File: src/rtl/sli_seq_pkg.sv
// Shared state encoding and frame-index constants for the SLI frame sequencer.
package sli_seq_pkg;

  typedef enum logic [1:0] {
    WAIT_LUT = 2'd0,
    RUN      = 2'd1,
    PASS     = 2'd2,
    ST_BAD   = 2'd3
  } state_t;

  localparam int NUM_FRA = 8;
  localparam int NUM_FRQ = 4;
  localparam int FRA_W   = $clog2(NUM_FRA);
  localparam int FRQ_W   = $clog2(NUM_FRQ);

endpackage

File: src/rtl/sync_edge.sv
// Optional 2-FF synchronizer followed by a registered rising-edge detector.
// SYNC_EN=0 keeps only the edge-detect stage for inputs already in the clk domain.
module sync_edge #(
  parameter bit SYNC_EN = 1'b1
) (
  input  logic clk,
  input  logic rstn,
  input  logic d,
  output logic rise
);

  logic s_in;
  logic prev_reg;
  logic rise_reg;

  generate
    if (SYNC_EN) begin : g_sync
      logic [1:0] sync_reg;
      always_ff @(posedge clk) begin
        if (!rstn) sync_reg <= '0;
        else       sync_reg <= {sync_reg[0], d};
      end
      assign s_in = sync_reg[1];
    end else begin : g_bypass
      assign s_in = d;
    end
  endgenerate

  always_ff @(posedge clk) begin
    if (!rstn) begin
      prev_reg <= 1'b0;
      rise_reg <= 1'b0;
    end else begin
      prev_reg <= s_in;
      rise_reg <= s_in & ~prev_reg;
    end
  end

  assign rise = rise_reg;

endmodule

File: src/rtl/sli_frame_sequencer.sv
// Structured-light frame sequencer: steps frequency/phase indices per credited vsync
// and fires the camera trigger. Define SLI_REPEAT_EN to hold each pattern REPEAT frames.
module sli_frame_sequencer
  import sli_seq_pkg::*;
#(
  parameter int RDY_CNT_W = 4,
  parameter int TRIG_LEN  = 16,
  parameter int REPEAT    = 2
) (
  input  logic             clk,
  input  logic             rstn,
  input  logic             in_vsync,
  input  logic             rdy,
  input  logic             mode,
  input  logic             ori,
  input  logic             lut_rdy,
  input  logic             tl_change,
  output logic [FRQ_W-1:0] frq,
  output logic [FRA_W-1:0] fra,
  output logic             ori_out,
  output logic             trig,
  output logic             f_frm,
  output logic [1:0]       state,
  output logic             ovf
);

  localparam logic [RDY_CNT_W-1:0] CNT_MAX = '1;

  state_t               state_reg, state_next;
  logic [FRQ_W-1:0]     frq_reg, frq_next;
  logic [FRA_W-1:0]     fra_reg, fra_next;
  logic                 ori_reg, ori_next;
  logic [RDY_CNT_W-1:0] cnt_reg, cnt_next;
  logic                 ovf_reg, ovf_next;
  logic                 pend_reg, pend_next;
  logic [7:0]           trig_cnt_reg, trig_cnt_next;

  logic vs_edge, rdy_edge;
  logic fire, clr_idx, credited, rep_done, advance;

  sync_edge #(.SYNC_EN(1'b1)) u_rdy_sync (
    .clk  (clk),
    .rstn (rstn),
    .d    (rdy),
    .rise (rdy_edge)
  );

  sync_edge #(.SYNC_EN(1'b0)) u_vs_edge (
    .clk  (clk),
    .rstn (rstn),
    .d    (in_vsync),
    .rise (vs_edge)
  );

  // A vsync that would step the pattern: running, no orientation change, credit available.
  assign credited = (state_reg == RUN) && lut_rdy && vs_edge && mode &&
                    (ori == ori_reg) && (cnt_reg != '0);

`ifdef SLI_REPEAT_EN
  logic [1:0] rep_reg;

  assign rep_done = (rep_reg == 2'(REPEAT - 1));

  always_ff @(posedge clk) begin
    if (!rstn || clr_idx) rep_reg <= '0;
    else if (credited)    rep_reg <= rep_done ? 2'd0 : rep_reg + 2'd1;
  end
`else
  // Every legal REPEAT is >= 1, so each credited vsync advances.
  assign rep_done = (REPEAT >= 1);
`endif

  assign advance = credited & rep_done;

  always_comb begin
    state_next = state_reg;
    ori_next   = ori_reg;
    cnt_next   = cnt_reg;
    ovf_next   = ovf_reg;
    pend_next  = pend_reg;
    frq_next   = frq_reg;
    fra_next   = fra_reg;
    fire       = 1'b0;
    clr_idx    = 1'b0;

    case (state_reg)
      WAIT_LUT: begin
        pend_next = 1'b0;
        if (vs_edge && lut_rdy) begin
          if (mode) begin
            state_next = RUN;
            clr_idx    = 1'b1;
            fire       = 1'b1;
          end else begin
            state_next = PASS;
          end
        end
      end
      RUN: begin
        pend_next = 1'b0;
        if (!lut_rdy) begin
          state_next = WAIT_LUT;
        end else if (vs_edge) begin
          if (!mode) begin
            state_next = PASS;
          end else if (ori != ori_reg) begin
            ori_next = ori;
            clr_idx  = 1'b1;
            fire     = 1'b1;
          end else if (advance) begin
            fire = 1'b1;
          end
        end
        // A consumed credit and a new rdy edge in the same cycle cancel out.
        if (rdy_edge && !advance) begin
          if (cnt_reg == CNT_MAX) ovf_next = 1'b1;
          else                    cnt_next = cnt_reg + 1'b1;
        end else if (!rdy_edge && advance) begin
          cnt_next = cnt_reg - 1'b1;
        end
      end
      PASS: begin
        cnt_next = '0;
        if (tl_change) pend_next = 1'b1;
        if (!lut_rdy) begin
          state_next = WAIT_LUT;
        end else if (vs_edge) begin
          if (pend_reg) begin
            fire      = 1'b1;
            pend_next = tl_change;
          end
          if (mode) begin
            state_next = RUN;
            clr_idx    = 1'b1;
          end
        end
      end
      default: state_next = WAIT_LUT;
    endcase

    if (clr_idx) begin
      frq_next = '0;
      fra_next = '0;
    end else if (advance) begin
      if (fra_reg == FRA_W'(NUM_FRA - 1)) begin
        fra_next = '0;
        frq_next = (frq_reg == FRQ_W'(NUM_FRQ - 1)) ? '0 : frq_reg + 1'b1;
      end else begin
        fra_next = fra_reg + 1'b1;
      end
    end
  end

  always_comb begin
    trig_cnt_next = trig_cnt_reg;
    if (fire)                    trig_cnt_next = 8'(TRIG_LEN);
    else if (trig_cnt_reg != '0) trig_cnt_next = trig_cnt_reg - 8'd1;
  end

  always_ff @(posedge clk) begin
    if (!rstn) begin
      state_reg    <= WAIT_LUT;
      frq_reg      <= '0;
      fra_reg      <= '0;
      ori_reg      <= 1'b0;
      cnt_reg      <= '0;
      ovf_reg      <= 1'b0;
      pend_reg     <= 1'b0;
      trig_cnt_reg <= '0;
    end else begin
      state_reg    <= state_next;
      frq_reg      <= frq_next;
      fra_reg      <= fra_next;
      ori_reg      <= ori_next;
      cnt_reg      <= cnt_next;
      ovf_reg      <= ovf_next;
      pend_reg     <= pend_next;
      trig_cnt_reg <= trig_cnt_next;
    end
  end

  assign frq     = frq_reg;
  assign fra     = fra_reg;
  assign ori_out = ori_reg;
  assign trig    = (trig_cnt_reg != '0);
  assign f_frm   = (frq_reg == '0) && (fra_reg == '0);
  assign state   = state_reg;
  assign ovf     = ovf_reg;

endmodule
File: config.mk
export PLATFORM = sky130hd
export DESIGN_NAME = sli_frame_sequencer
export DESIGN_NICKNAME = d
export VERILOG_FILES = /design/src/rtl/sli_seq_pkg.sv /design/src/rtl/sync_edge.sv /design/src/rtl/sli_frame_sequencer.sv
export SDC_FILE = /design/constraint.sdc
export NUM_CORES = 1
export LEC_CHECK = 0
export ABC_AREA = 1
export BUFFER_PORTS_ARGS = -buffer_cell sky130_fd_sc_hd__buf_2
export CORE_ASPECT_RATIO = 1.5
export CORE_MARGIN = 5
export CORE_UTILIZATION = 57
export CTS_CLUSTER_SIZE = 28
export DETAILED_ROUTE_END_ITERATION = 8
export GPL_ROUTABILITY_DRIVEN = 0
export PLACE_DENSITY = 0.78
export SYNTH_ARGS = -nofsm -noshare
export SYNTH_HDL_FRONTEND = slang
export SYNTH_SLANG_ARGS = --single-unit
File: constraint.sdc
create_clock -name clk -period 2.9 [get_ports clk]
set_input_delay 0.29 -clock clk [delete_from_list [all_inputs] [get_ports clk]]
set_output_delay 0.29 -clock clk [all_outputs]
set_load 0.01 [all_outputs]
Word level (Yosys, flattened, before mapping)
Index checks and enable logic that the tools add are counted.

storage, ports and cells
  register bits after elaboration = 28
  output and inout bits = 11
  logic and storage cells = 105

cells by class
  add/sub/neg operators = 5
  eq/ne operators = 14
  multiplexer cells = 40
  bitwise gates (word level) = 5
  reduce and logical (&&, ||, !) cells = 27

operator list
  cell                 count
  $mux 1               20
  $mux 2               9
  $mux 4               3
  $mux 5               2
  $reduce_and 5->1     2
  $logic_and 1x1->1    9
  $ne 3x3->1 const B   3
  $pmux 4 s2           1
  $reduce_bool 8->1    1
  $sub 8x1->8 const B  1
  $ne 3x2->1 const B   2
  $pmux 1 s3           2
  $pmux 2 s3           1
  $reduce_and 3->1     2
  $reduce_bool 2->1    3
  $reduce_or 2->1      3
  $add 4x1->4 const B  1
  $eq 2x2->1 const B   2
  $eq 4x4->1 const B   1
  $logic_not 2->1      2
  $reduce_bool 4->1    1
  $sub 4x1->4 const B  1
  $add 3x1->3 const B  1
  $eq 3x3->1 const B   1
  13 further kinds     17

Depth between registers and ports, before layout
Gate-level depths: netlist (run 1).

  word-level depth = 13
  depth in mapped cells = 17
  mapped depth without buffers = 17

Cells and area by module
From an unflattened synthesis (run 1), not the netlist that was laid out.

second synthesis, totals
  cells, all modules = 221
  area total of the unflattened synthesis = 1576.5 sq um

by module, submodules not included
  module                  instances  cells an instance  area each (sq um)
  sli_frame_sequencer     1          205                1413.9
  sync_edge (u_rdy_sync)  1          11                 108.9
  sync_edge (u_vs_edge)   1          5                  53.8

Worst setup path after synthesis (run 1)
Ideal clock, no wire load.

  kind = register to register
  start point = reg state_reg[1], in the netlist state[1]
  end point = reg cnt_reg[3]
  arrival time = 2.026 ns
  data required time = 2.833 ns
  slack = 0.807 ns
  cell stages (with the launch flop) = 17
  buffers on the path = 0
  period minus slack after synthesis = 2.093 ns
  cell sequence = dfxtp_1 > inv_1 > ha_1 > inv_1 > nor2_4 > nand3_4 > nand2_4 > ha_1 > nand3_1 > nand4_1 > nand2_1 > inv_1 > nand2_1 > nand2_1 > nor2_1 > nand2_1 > a21oi_2

on the way
  cells in the longest elaborated chain, start to end = 10
  elaborated cells on any way between the ends = 16
  those cells by class = eq/ne: 4; mux: 2; reduce/logical: 10

RTL lines
  item                                                                    RTL line                                              source
  start, declared                                                         sli_frame_sequencer.sv:29                             state_t state_reg, state_next;
  start signal, assigned                                                  sli_frame_sequencer.sv:171                            state_reg <= state_next;
  $eq 2x1->1                                                              sli_frame_sequencer.sv:56, sli_frame_sequencer.sv:86
  $logic_and 1x1->1 (4 in series)                                         sli_frame_sequencer.sv:56                             assign credited = (state_reg == RUN) && lut_rdy && vs_edge && mode &&
  $logic_and 1x1->1                                                       sli_frame_sequencer.sv:57                             (ori == ori_reg) && (cnt_reg != '0);
  $logic_not 1->1                                                         sli_frame_sequencer.sv:115                            if (rdy_edge && !advance) begin
  $logic_and 1x1->1                                                       sli_frame_sequencer.sv:115
  $ne 3x3->1 (no source line) (tied with other cells)                     --
  $reduce_and 3->1 (no source line) / $pmux 4 s2 (equally long branches)  --
  end signal, assigned                                                    sli_frame_sequencer.sv:175                            cnt_reg <= cnt_next;
  end, declared                                                           sli_frame_sequencer.sv:33                             logic [RDY_CNT_W-1:0] cnt_reg, cnt_next;

Parallel ways exist; a longest one is shown, timed or not.
A chain may end at the register's enable or synchronous reset.

Worst setup path after layout (run 1)
Same ends and word-level chain as after synthesis.

==> impl_metrics.toml, run 1 <==
[routing]
antenna_left = 0
detail_route.wl_per_cell_um = 10.6
drt_wl_total_um = 3010
drc = 0
first_iter_violations = 38
vias = 1419
viasPerCell = 4.98
dr.pass1.iters = 5

[yosys]
yosys-top-cells-count = "nand2_1, inv_1, dfxtp_1"
yosysUniqueCellTypes = 25
syn-num-nets = 250
yosysTopAreaCell = "dfxtp_1"
yosys.area.top_type_share_pct = 35.0
ys_seq_area_share_pct = 35.0
yosysWarnings = 0
synth_edf_count = 0
ys_async_sr_fraction_pct = 0
synth-seq-cells = 28
syn_inst = 228
synth_flop_cell = "dfxtp_1"
syn_area_mm2 = 0.00160
synth.most_common_cell = "nand2_1"
ys_top_cells_by_area = "dfxtp_1, nand2_1, ha_1"
avgSynthCellArea_um2 = 7.03

[timing]
finalHoldViolCount = 0
timing.final.crit_share_pct = 77.3
tightest_slew_ps = 455
rsz0062_at_grt = "false"
fmax_mhz = 446
relSlewSlack_pct = 69.6
fin_worst_skew_ps = 5.82
setup_viol = 0
fin_setup_tns_ps = 0
period_minus_slack_ps = 2240
slew_viol_final = 0

[floorplanning]
die_area_mm2 = 0.00399
die-width_um = 53.3
io_pins = 19
row_count = 23
die_h_um = 74.9
core-area_mm2 = 0.00268
initial_utilization_pct = 59.9

[global_route]
grt_pass1_wl_um = 5330
top_usage_layer = "met2"
met2_usage_pct = 30.6
met1_usage_pct = 21.3
grt_max_degree = 15
met3_usage_pct = 2.38
overflow = 0
grt_pass1_vias = 1287
antenna_found_initial = 0
grt.total_usage_pct = 17.5

[critical_path]
cp_common_cell = "nand2_1"
criticalPathCategory = "flip-flop to flip-flop"
cp_slowest_cell = "dfxtp_1"
end_kind = "flip-flop"
cp_num_buf_inv = 3
critical-path-max-stage-delay_ps = 360
path_cells = "inv_1 > ha_1 > inv_1 > nor2_4 > nand3_4 > nand2_4 > ha_1 > nand3_1 > nand4_1 > nand2_1 > inv_1 > nand2_1 > nand2_1 > nor2_1 > nand2_1 > a21oi_2"
crit_arrival_ps = 2450
cp_top_family = "simple AND/OR/NAND/NOR gates"
startpoint_type = "flip-flop"
critPathMaxFanout = 6
cp.required_ps = 3110

[clocking]
root_buffer = "clkbuf_8"
cts_setup_buffers = 0
clk_pin_slew_worst_paths_ps = 90
cts_resized = 0
holdBufCountCts = 0
cts.sinks = 28
cts_tree = "yes"
cts_inserted_buffers = 3
clk_path_buf_depth = 2
htree_levels = 1
clk-insertion-delay-late_ps = 270

[status]
status = "finished clean"

[pwr]
ir_drop_uv = 478
p_leak_nw = 0.883
p_per_area_mw_per_mm2 = 758

[job]
drv_cap = 0

[layout]
syn2layout_area_growth_pct = 10.9
final_net_count = 272
regArea_um2 = 561
design_area_mm2 = 0.00178
multi_input_area_um2 = 895
diodes = 0
largest_register_ffs = 8
fillers = 271
drive_above_1_share_pct = 13.7

[placement]
place_area_mm2 = 0.00174
dpl.hpwl_um = 2360
port_buffers = 18

[min_path]
min_path_type = "primary input to flip-flop"
[per-stage QoR]
step	cells	power, mW	utilization (%)	hold slack [ps]	setup slack, ps
floorplan	228	1.03	-	368	807
global placement	282	1.15	64.8	373	744
detailed placement	282	1.15	64.8	375	676
CTS	285	1.36	66.4	200	653
global route	285	1.47	66.4	210	401
finish	285	1.35	66.4	204	658
[tightest hold or removal path: cells and delay by family]
family | cells | cell delay [ps]
buf+inv | 2 | 110
simple gates | 1 | 40
[power by group]
part | leakage (nW) | switching, mW | internal (mW)
Sequential | 0.229 | 0.0645 | 0.455
Clock | 0.0216 | 0.107 | 0.0930
Combinational | 0.632 | 0.377 | 0.250
[cell usage in the layout, fill, tap and decap left out, drive strengths merged]
master  count
inv        37
fa          1
xor2        2
nand2      64
ha         13
or2         1
buf        18
a21oi      22
o21ai       7
nand4       3
nand3      12
nor3        3
dfxtp      28
or3         1
o21a        1
clkbuf      3
nor2       29
xnor2       2
clkinv      1
[area by class of cell]
type / instances / area share, %
clock buffer: 3 / 2.32
tap: 37 / 2.61
sequential: 28 / 31.5
inverter: 38 / 8.10
timing repair buffer: 18 / 5.07
multi-input combinational: 161 / 50.4
[path summary, 6_finish.rpt]
| kind | from | end | slack (ps) | depth (start not counted) |
|---|---|---|---|---|
| setup / recovery | state[1]$_SDFFE_PN0P_ | cnt_reg[3]$_SDFFE_PN0P_ | 660 | 16 |
| hold / removal | rdy | u_rdy_sync.g_sync.sync_reg[0]$_SDFF_PN0_ | 200 | 3 |
| setup reg to reg | state[1]$_SDFFE_PN0P_ | cnt_reg[3]$_SDFFE_PN0P_ | 660 | 16 |
| hold reg to reg | u_vs_edge.prev_reg$_SDFF_PN0_ | u_vs_edge.rise$_SDFF_PN0_ | 390 | 1 |
[metal layers]
layer	wire length [um]	vias to the layer above
li1	-	751
met1	1240	623
met2	1540	39
met3	172	6
met4	57	0
met5	0	-
[logic make-up (layout without fill, tap and decap cells)]
| group | Yosys count | count (layout) | synth area share, % |
|---|---|---|---|
| XOR/XNOR | 4 | 4 | 2.19 |
| adder cells (fa/ha/maj) | 14 | 14 | 11.4 |
| AO/OA/AOI/OAI | 30 | 30 | 9.76 |
| flip-flops | 28 | 28 | 35.0 |
| buffers and inverters | 39 | 59 | 9.21 |
| AND/OR/NAND/NOR | 113 | 113 | 32.5 |
Power figures use the tool's default switching activity.
==> run 2, diff against run 1 <==
--- a/config.mk
+++ b/config.mk
@@ -5,7 +5,7 @@
 export SDC_FILE = /design/constraint.sdc
 export NUM_CORES = 1
 export LEC_CHECK = 0
-export ABC_AREA = 1
+export ABC_AREA = 0
 export BUFFER_PORTS_ARGS = -buffer_cell sky130_fd_sc_hd__buf_2
 export CORE_ASPECT_RATIO = 1.5
 export CORE_MARGIN = 5
==> constraint.sdc (replaced) <==
create_clock -name clk -period 2.3 [get_ports clk]
set_input_delay 0.23 -clock clk [delete_from_list [all_inputs] [get_ports clk]]
set_output_delay 0.23 -clock clk [all_outputs]
set_load 0.01 [all_outputs]
==> run 2 against run 1 <==
Design area rose by 5.6%. Critical path depth shrank 8. Combinational power grew 39%. Sequential cell count did not move. Maximum frequency fell by 2.1%. Register-to-register slack got worse by 650 ps. Area after synthesis is 2.7% lower. First-iteration DRC count grew 5.3%. Synthesized cell count fell by 21%. Largest power group unchanged.
==> impl_metrics.toml, run 2 <==
[status]
status = "finished clean"

[routing]
drc = 0
viasPerCell = 5.73
dr.pass1.iters = 4
vias = 1398
detail_route.wl_per_cell_um = 14.6
drt_wl_total_um = 3570
antenna_left = 0
first_iter_violations = 40

[timing]
finalHoldViolCount = 0
rsz0062_at_grt = "true"
timing.final.crit_share_pct = 99.6
setup_viol = 0
period_minus_slack_ps = 2290
fmax_mhz = 437
tightest_slew_ps = 431
slew_viol_final = 0
relSlewSlack_pct = 71.1
fin_worst_skew_ps = 4.30

[layout]
layout_commonest_cell = "dfxtp_1"
regArea_um2 = 568
syn2layout_area_growth_pct = 20.3
stdcell_count = 244
multi_input_area_um2 = 948
largest_register_ffs = 8
final_net_count = 230
diodes = 0
fillers = 222
final_util_pct = 70.8
final_cell_mix = "dfxtp_1, buf_2, inv_1"
drive_above_1_share_pct = 25.1

[floorplanning]
initial_utilization_pct = 58.9
die-width_um = 52.7
die_h_um = 74.1
io_pins = 19
row_count = 23
core-area_mm2 = 0.00265
die_area_mm2 = 0.00390

[critical_path]
critical-path-max-stage-delay_ps = 490
startpoint_type = "flip-flop"
end_kind = "flip-flop"
cp_num_buf_inv = 2
crit_arrival_ps = 2500
critPathMaxFanout = 5
cp.required_ps = 2510
path_cells = "inv_4 > ha_4 > nand4_1 > o31ai_4 > inv_2 > fa_1 > or4_4 > a21oi_2"
criticalPathCategory = "flip-flop to flip-flop"
cp_slowest_cell = "or4_4"
cp_top_family = "simple AND/OR/NAND/NOR gates"

[global_route]
met3_usage_pct = 2.20
met1_usage_pct = 20.7
antenna_found_initial = 0
grt.total_usage_pct = 19.5
grt_pass1_vias = 1389
overflow = 0
top_usage_layer = "met2"
met2_usage_pct = 37.0
grt_max_degree = 17
grt_pass1_wl_um = 5790

[clocking]
clk-insertion-delay-late_ps = 270
cts.sinks = 28
root_buffer = "clkbuf_8"
clk_pin_slew_worst_paths_ps = 100
cts_tree = "yes"
clk_path_buf_depth = 2
htree_levels = 1
cts_inserted_buffers = 3

[yosys]
yosys-top-cells-count = "dfxtp_1, inv_1, a21oi_1, nor2_1, ha_1"
yosysWarnings = 0
yosys.area.top_type_share_pct = 36.0
synth-seq-cells = 28
ys_seq_area_share_pct = 36.0
yosysUniqueCellTypes = 41
avgSynthCellArea_um2 = 8.71
syn_area_mm2 = 0.00156
synth.most_common_cell = "dfxtp_1"
syn_inst = 179
ys_top_cells_by_area = "dfxtp_1, ha_1, a21oi_1"
syn-num-nets = 201
ys_async_sr_fraction_pct = 0
synth_flop_cell = "dfxtp_1"
synth_edf_count = 0
yosysTopAreaCell = "dfxtp_1"

[placement]
port_buffers = 18
dp.cells = 234
dpl.hpwl_um = 2640

[pwr]
p_per_area_mw_per_mm2 = 1020
ir_drop_uv = 662
p_leak_nw = 0.809

[min_path]
min_path_type = "primary input to flip-flop"

[job]
drv_cap = 0
-- run 2: changes by cell type in the layout (fill, tap and decap cells not counted), moves of 3 or more --
cell,delta
nand2_1,-49
and3_1,+3
and2_1,+4
buf_4,+11
nor2_1,-12
nand3_1,-4
o21ai_0,-3
mux2i_1,+6
a21oi_1,-8
inv_1,-19
or3_1,+3
-- run 2: through the flow --
step           hold WS [ps]  TNS (ps)  cell area (um2)  power [mW]  setup WS (ps)
2_1_floorplan           352     -10.2             1600        1.32          -10.2
6_report                162         0             1880        1.92           10.3
5_1_grt                 154     -63.4             1880        2.05          -47.5
4_1_cts                 163         0             1810        1.87           33.0
3_5_place_dp            380         0             1740        1.51           7.01
3_3_place_gp            381         0             1740        1.45            120
-- run 2: cell families (layout without fill, tap and decap cells) --
kind of cell / count (synthesis) / count (layout) / share of synthesized area, %
xor+xnor: 5 / 5 / 2.81
compound gates: 35 / 35 / 15.0
flops: 28 / 28 / 36.0
simple gates: 66 / 66 / 23.8
mux: 7 / 7 / 4.57
fa+ha+maj: 14 / 14 / 11.7
buf+inv: 24 / 52 / 6.10
-- run 2: cell type report --
cell class / count / share of cell area, %
multi-input cells: 127 / 50.6
well taps: 37 / 2.47
repair buffers: 29 / 9.21
flip-flops and latches: 28 / 30.3
inverters: 19 / 3.94
clock buffers: 4 / 3.54
-- run 2: power by group --
part	switching (mW)	total, mW	leakage, nW	internal (mW)
combinational	0.484	0.874	0.545	0.390
sequential	0.117	0.702	0.230	0.585
clock	0.154	0.344	0.0339	0.189
total	0.755	1.92	0.809	1.16
-- run 2: routing by layer --
layer  vias up  routed length, um
met5         -                  0
met4         0                105
met3        11                134
met2        43               1990
met1       657               1340
li1        687                  -
-- run 2: repair_timing --
item                                    in CTS  in global routing
gates resized for setup                      1                  4
pin swaps                                    1                  3
buffers inserted                             0                  6
hold buffers                                 0                  0
hold endpoints to repair                     0                  0
endpoints found under the setup margin       2                  2
-- run 2: worst paths after layout --
path	startpoint	to	slack, ps	cells past startpoint
min	rdy	u_rdy_sync.g_sync.sync_reg[0]$_SDFF_PN0_	160	2
min reg2reg	u_rdy_sync.prev_reg$_SDFF_PN0_	u_rdy_sync.rise$_SDFF_PN0_	400	1
max reg2reg	state[1]$_SDFFE_PN0P_	cnt_reg[1]$_SDFFE_PN0P_	10	8
max	state[1]$_SDFFE_PN0P_	cnt_reg[1]$_SDFFE_PN0P_	10	8
